[src/rtl/flit_input_buffer_pkg.sv]
// Shared definitions for the router input-port flit buffer.
//  - flit_type_e   : type codes carried on out_type (DEFAULT/HEAD/PAYLOAD/TAIL)
//  - ID_*          : 3-bit identifier codes found in the top bits of an incoming flit
//  - frame_state_e : wormhole framing FSM states
//  - decode_type   : maps an identifier to a type code; DEFAULT marks an invalid flit
package flit_input_buffer_pkg;

    typedef enum logic [1:0] {
        TYPE_DEFAULT = 2'd0,
        TYPE_HEAD    = 2'd1,
        TYPE_PAYLOAD = 2'd2,
        TYPE_TAIL    = 2'd3
    } flit_type_e;

    localparam logic [2:0] ID_HEAD    = 3'd1;
    localparam logic [2:0] ID_PAYLOAD = 3'd2;
    localparam logic [2:0] ID_TAIL    = 3'd3;

    typedef enum logic {
        ST_IDLE   = 1'b0,
        ST_IN_PKT = 1'b1
    } frame_state_e;

    function automatic flit_type_e decode_type(input logic [2:0] id);
        flit_type_e t;
        case (id)
            ID_HEAD:    t = TYPE_HEAD;
            ID_PAYLOAD: t = TYPE_PAYLOAD;
            ID_TAIL:    t = TYPE_TAIL;
            default:    t = TYPE_DEFAULT;
        endcase
        return t;
    endfunction

endpackage

[src/rtl/flit_fifo.sv]
// Synchronous FIFO used as the flit store of the input buffer.
// Ports:
//  clk, rst        rising-edge clock, synchronous active-high reset (empties the FIFO)
//  push, wr_data   write request and data (ignored when full)
//  pop             read request (ignored when empty)
//  rd_data         head entry, all zeros when empty
//  full, empty     occupancy flags
module flit_fifo #(
    parameter int WIDTH = 66,
    parameter int DEPTH = 4
) (
    input  logic             clk,
    input  logic             rst,
    input  logic             push,
    input  logic [WIDTH-1:0] wr_data,
    input  logic             pop,
    output logic [WIDTH-1:0] rd_data,
    output logic             full,
    output logic             empty
);
    import flit_input_buffer_pkg::*;

    localparam int PW = $clog2(DEPTH);

    logic [WIDTH-1:0] mem_r [DEPTH];
    logic [PW-1:0]    wr_ptr_r;
    logic [PW-1:0]    rd_ptr_r;
    logic [PW:0]      count_r;
    logic             do_push_s;
    logic             do_pop_s;

    assign full      = (count_r == (PW+1)'(DEPTH));
    assign empty     = (count_r == {(PW+1){1'b0}});
    assign do_push_s = push & ~full;
    assign do_pop_s  = pop & ~empty;
    assign rd_data   = empty ? {WIDTH{1'b0}} : mem_r[rd_ptr_r];

    // Storage array; left unreset because reads are masked while empty.
    always_ff @(posedge clk) begin
        if (do_push_s) begin
            mem_r[wr_ptr_r] <= wr_data;
        end
    end

    // Pointers wrap naturally at DEPTH (power of two); count tracks occupancy.
    always_ff @(posedge clk) begin
        if (rst) begin
            wr_ptr_r <= {PW{1'b0}};
            rd_ptr_r <= {PW{1'b0}};
            count_r  <= {(PW+1){1'b0}};
        end else begin
            if (do_push_s) begin
                wr_ptr_r <= wr_ptr_r + PW'(1);
            end
            if (do_pop_s) begin
                rd_ptr_r <= rd_ptr_r + PW'(1);
            end
            case ({do_push_s, do_pop_s})
                2'b10:   count_r <= count_r + (PW+1)'(1);
                2'b01:   count_r <= count_r - (PW+1)'(1);
                default: count_r <= count_r;
            endcase
        end
    end

endmodule

[src/rtl/flit_input_buffer.sv]
// Router input-port stage: classifies incoming flits, enforces wormhole
// framing (HEAD ... PAYLOAD* ... TAIL) and buffers legal flits in flit_fifo.
// Malformed flits are consumed, dropped and flagged on frame_err.
// Ports:
//  clk, rst              clock, synchronous active-high reset
//  in_flit/in_valid/in_ready    link side handshake (in_ready = not full)
//  out_flit/out_type/out_valid/out_ready  head-of-FIFO to switch allocation
//  frame_err             one-cycle pulse after an accepted flit broke framing
// Optional feature macro FLIT_BUF_ERR_COUNT_EN adds err_count[15:0], a
// saturating count of frame_err pulses cleared by rst.
module flit_input_buffer #(
    parameter int DATA_WIDTH  = 32,
    parameter int PhitPerFlit = 2,
    parameter int TYPE_WIDTH  = 2,
    parameter int FIFO_DEPTH  = 4
) (
    input  logic                              clk,
    input  logic                              rst,
    input  logic [DATA_WIDTH*PhitPerFlit-1:0] in_flit,
    input  logic                              in_valid,
    output logic                              in_ready,
    output logic [DATA_WIDTH*PhitPerFlit-1:0] out_flit,
    output logic [TYPE_WIDTH-1:0]             out_type,
    output logic                              out_valid,
    input  logic                              out_ready,
    output logic                              frame_err
`ifdef FLIT_BUF_ERR_COUNT_EN
    ,
    output logic [15:0]                       err_count
`endif
);
    import flit_input_buffer_pkg::*;

    localparam int FW = DATA_WIDTH * PhitPerFlit;
    localparam int EW = FW + TYPE_WIDTH;

    frame_state_e    state_r;
    frame_state_e    state_next_s;
    flit_type_e      cls_s;
    logic            accept_s;
    logic            write_s;
    logic            err_s;
    logic            frame_err_r;
    logic            full_s;
    logic            empty_s;
    logic [EW-1:0]   rd_data_s;

    assign cls_s    = decode_type(in_flit[FW-1 -: 3]);
    // Gating on rst keeps the port closed during the reset cycle itself.
    assign in_ready = ~rst & ~full_s;
    assign accept_s = in_valid & in_ready;

    // Framing decisions: what to write, whether to flag, where to go next.
    always_comb begin
        state_next_s = state_r;
        write_s      = 1'b0;
        err_s        = 1'b0;
        if (accept_s) begin
            case (cls_s)
                TYPE_HEAD: begin
                    write_s      = 1'b1;
                    // A new HEAD inside a packet truncates the previous one.
                    err_s        = (state_r == ST_IN_PKT);
                    state_next_s = ST_IN_PKT;
                end
                TYPE_PAYLOAD: begin
                    if (state_r == ST_IN_PKT) begin
                        write_s = 1'b1;
                    end else begin
                        err_s   = 1'b1;
                    end
                end
                TYPE_TAIL: begin
                    if (state_r == ST_IN_PKT) begin
                        write_s      = 1'b1;
                        state_next_s = ST_IDLE;
                    end else begin
                        err_s        = 1'b1;
                    end
                end
                default: begin
                    err_s = 1'b1;
                end
            endcase
        end else begin
            state_next_s = state_r;
        end
    end

    // Framing state and registered error pulse.
    always_ff @(posedge clk) begin
        if (rst) begin
            state_r     <= ST_IDLE;
            frame_err_r <= 1'b0;
        end else begin
            state_r     <= state_next_s;
            frame_err_r <= err_s;
        end
    end

    assign frame_err = frame_err_r;

`ifdef FLIT_BUF_ERR_COUNT_EN
    logic [15:0] err_count_r;

    // Saturating error counter, stepped together with the frame_err pulse.
    always_ff @(posedge clk) begin
        if (rst) begin
            err_count_r <= 16'h0000;
        end else if (err_s && (err_count_r != 16'hFFFF)) begin
            err_count_r <= err_count_r + 16'h0001;
        end else begin
            err_count_r <= err_count_r;
        end
    end

    assign err_count = err_count_r;
`endif

    flit_fifo #(
        .WIDTH (EW),
        .DEPTH (FIFO_DEPTH)
    ) u_fifo (
        .clk     (clk),
        .rst     (rst),
        .push    (write_s),
        .wr_data ({TYPE_WIDTH'(cls_s), in_flit}),
        .pop     (out_valid & out_ready),
        .rd_data (rd_data_s),
        .full    (full_s),
        .empty   (empty_s)
    );

    // FIFO already returns zero when empty, so the head fields need no extra masking.
    assign out_valid = ~empty_s;
    assign out_flit  = rd_data_s[FW-1:0];
    assign out_type  = rd_data_s[EW-1:FW];

endmodule

[config.mk]
export PLATFORM = sky130hd
export DESIGN_NAME = flit_input_buffer
export DESIGN_NICKNAME = d
export VERILOG_FILES = /design/src/rtl/flit_input_buffer_pkg.sv /design/src/rtl/flit_fifo.sv /design/src/rtl/flit_input_buffer.sv
export SDC_FILE = /design/constraint.sdc
export NUM_CORES = 1
export LEC_CHECK = 0
export CAP_MARGIN = 15
export CORE_ASPECT_RATIO = 0.9
export CORE_UTILIZATION = 50
export CTS_BUF_LIST = sky130_fd_sc_hd__clkbuf_4 sky130_fd_sc_hd__clkbuf_8 sky130_fd_sc_hd__clkbuf_16
export DETAILED_ROUTE_END_ITERATION = 12
export GPL_TIMING_DRIVEN = 0
export PLACE_DENSITY = 0.76
export SLEW_MARGIN = 5
export SYNTH_ARGS = -nofsm -noshare
export SYNTH_HDL_FRONTEND = slang
export SYNTH_HIERARCHICAL = 1
export SYNTH_SLANG_ARGS = --single-unit
[constraint.sdc]
create_clock -name clk -period 3.4 [get_ports clk]
set_clock_uncertainty 0.2 [all_clocks]
set_input_delay 0.51 -clock clk [delete_from_list [all_inputs] [get_ports clk]]
set_output_delay 0.51 -clock clk [all_outputs]
set_load 0.01 [all_outputs]
==> impl_metrics.csv <==
group,metric,value,unit
outcome,run_status,"complete, no violations",
synthesis,syn_area_per_cell,21.8,um2
sta,timing_worst_slew_pin_value,0.678,ns
cts,clock_latency_at_the_later_pin_of_the_worst_skew_pair,0.53,ns
pwr,vdd_drop_max,0.000424,V
placement,hpwlAfterDp,11.6,mm
finish,postLayoutCellArea,13300,um2
cts,cts-hold-fix-buffers,0,
routing,detail-route-antenna-nets,0,
sta,fmax_achieved,306,MHz
cts,cts.path.max_buffers,3,
synthesis,postSynthRegisterBits,275,
synthesis,postSynthCellCount,487,
worst_hold_path,hold_path_class,"reg2reg",
placement,place.gp.congestion,0.767,
synthesis,synth-adder-area-share,0.00779,
synthesis,post_synth_xor_area_fraction,0.00248,
routing,drc_errors,0,
synthesis,netlist.area_leader.share,0.748,
synthesis,synthArstFlopShare,0,
synthesis,synth_cell_types,29,
die,io_pins,137,
synthesis,yosys-top-cells-count,"edfxtp_1, mux4_2, nor2b_1",
die,rows,50,
synthesis,synth.area.top_cells,"edfxtp_1, mux4_2, nor2b_1",
pwr,static_leak,0.00416,uW
routing,dr_total_vias,5146,
setup_path,setup.worst_path.end_class,"primary output",
synthesis,synth_simple_gate_area_share,0.0562,
cts,cts_made_buffers,29,
pwr,cellPowerDensity,513,nW/um2
global_route,grt_util_all_layers,0.185,
die,dieHeight,140,um
global_route,via_count_of_the_first_global_routing_pass,5647,
sta,final_period_minus_worst_setup_slack,3.27,ns
synthesis,fraction_of_synthesized_area_in_multiplexers,0.143,
setup_path,critPathMaxFanout,10,
placement,port_buffers,136,
cts,cts_tree,"done",
synthesis,syn-cell-area,10600,um2
synthesis,synth_compound_area_frac,0.00508,
sta,finalCritPeriodShare,0.961,
sta,hold_viol,0,
routing,firstDrtPassIters,4,
routing,avgViaCountPerCell,5.33,
routing,first_iter_violations,245,
die,chipWidth,155,um
placement,placement.cell_area,12400,um2
synthesis,synth-seq-area-share,0.769,
cts,worst_setup_hold_path_clk_slew,0.06,ns
routing,post_route_wl,19.4,mm
setup_path,timing_worst_setup_path_type,"reg2out",
sta,timing.slew.headroom,0.548,
sta,grt_setup_unrepaired,"no",
sta,finalSetupViolations,0,
flow_run,drv_cap,0,
cts,clock_sinks,275,
die,design.die.area,21800,um2
synthesis,combinational_family_with_the_most_area_after_synthesis,"multiplexers",
placement,dp_worst_setup_slack,-0.0908,ns
global_route,overflow,0,
global_route,grt_first_pass_wirelength,30.5,mm
die,initial_core_util,0.510,
sta,fin_ws,0.131,ns
synthesis,synthMostInstantiatedCell,"edfxtp_1",
cts,htree_num_levels,1,
synthesis,syn_nets,561,
sta,count_of_pins_over_their_slew_limit,0,
synthesis,synth-edff-count,264,
synthesis,ys.flop_type,"edfxtp_1",
setup_path,r2r_setup_slack,0.24,ns
synthesis,synth_largest_area_cell,"edfxtp_1",
finish,fraction_of_final_layout_cells_sized_beyond_drive_strength_1,0.205,
finish,finish.net_count,732,
setup_path,timing.critical_path.required,2.69,ns
synthesis,ys.warnings.count,6,
die,core-area,20800,um2
cts,post_cts.repair.setup_buffers,0,
cts,clockRootBuffer,"clkbuf_16",
routing,wl_per_cell,20.0,um
global_route,antenna_found_initial,1,
global_route,grt_start_max_net_pins,42,
setup_path,crit_path_start_kind,"register",
setup_path,worstPathArrival,2.56,ns
finish,areaGrowthSynthToFinish,25.8,%
[path summary, 6_finish.rpt]
path / startpoint / end / cells after the start
worst max-delay path: u_fifo/count_r[0]$_SDFFE_PP0P_ / out_flit[49] / 5
worst min-delay path: u_fifo/rd_ptr_r[1]$_SDFFE_PP0P_ / register / 2
worst max register to register: u_fifo/count_r[2]$_SDFFE_PP0P_ / u_fifo/count_r[2]$_SDFFE_PP0P_ / 12
worst min register to register: u_fifo/rd_ptr_r[1]$_SDFFE_PP0P_ / register / 2
[repair_timing]
action                     CTS  global route
gates resized for setup      1             2
setup endpoints to repair    3             5
hold endpoints to repair     0             0
[cell families after synthesis]
| family | after synthesis |
|---|---|
| buffers and inverters | 31 |
| DFF | 275 |
| and+or+nand+nor | 94 |
| AOI/OAI and AO/OA | 9 |
| xor gates and xnor gates | 3 |
| adders and majority gates | 6 |
| muxes | 69 |
[metal layers]
metal / global-route usage / vias to the layer above / wire (um)
li1: - / 2307 / -
met1: 0.253 / 2664 / 8390
met2: 0.306 / 140 / 9510
met4: 0.0537 / 0 / 448
met3: 0.0340 / 35 / 1020
met5: 0 / - / 0
[metrics by stage]
stage          power, uW  utilization  hold slack, ns  TNS [ns]  cells
3_3_place_gp        3980        0.593           0.278   -162.38    909
4_1_cts             6900        0.641           0.310         0    965
3_5_place_dp        4000        0.599           0.302    -0.322    913
5_1_grt             7060        0.641           0.325         0    965
2_1_floorplan       3850            -           0.259         0    487
6_report            6830        0.642           0.300         0    966
[final cells by class]
class                      instances  area [um2]
tap                              286         358
clock inverter                    15         100
clock buffer                      37         786
multi-input combinational        181        2290
sequential                       275        8150
antenna                            1        2.50
inverter                           9        33.8
buffer                            22         140
timing repair buffer             140        1470
fill                            1427        7440
[worst max-delay path: stages, from the launching register on]
cell and delay (ns):
dfxtp_1 0.39, nor3_4 0.37, buf_4 0.28, clkbuf_2 0.29, and2b_1 0.22, clkdlybuf4s50_1 0.47
[sequential cells by signal, indices dropped and copies added, names as in the netlist, named ones only]
| name | flops |
|---|---|
| u_fifo/count_r | 3 |
| state_r | 1 |
| u_fifo/mem_r | 264 |
| u_fifo/rd_ptr_r | 2 |
| frame_err | 1 |
| u_fifo/wr_ptr_r | 2 |
[cells in the final DEF (no fill, tap or decap), drive strengths merged]
cell / n
a21oi: 4
and2: 4
and2b: 4
and4bb: 2
buf: 18
bufinv: 1
clkbuf: 45
clkdlybuf4s50: 136
clkinv: 12
dfxtp: 11
diode: 1
edfxtp: 264
fa: 1
ha: 5
inv: 11
mux2: 1
mux2i: 2
mux4: 66
nand2: 2
nand2b: 2
nor2: 8
nor2b: 66
nor3: 1
nor3b: 1
o2111a: 1
o21ai: 3
o31ai: 1
or3: 3
or4b: 1
xor2: 3
[where the power goes]
group	total [uW]	switching, uW	internal (uW)
Combinational	197	83.6	113
Sequential	3730	4.24	3720
Clock	2910	1210	1700
Total	6830	1290	5540
Note: power is estimated with default switching activity, not from simulation.
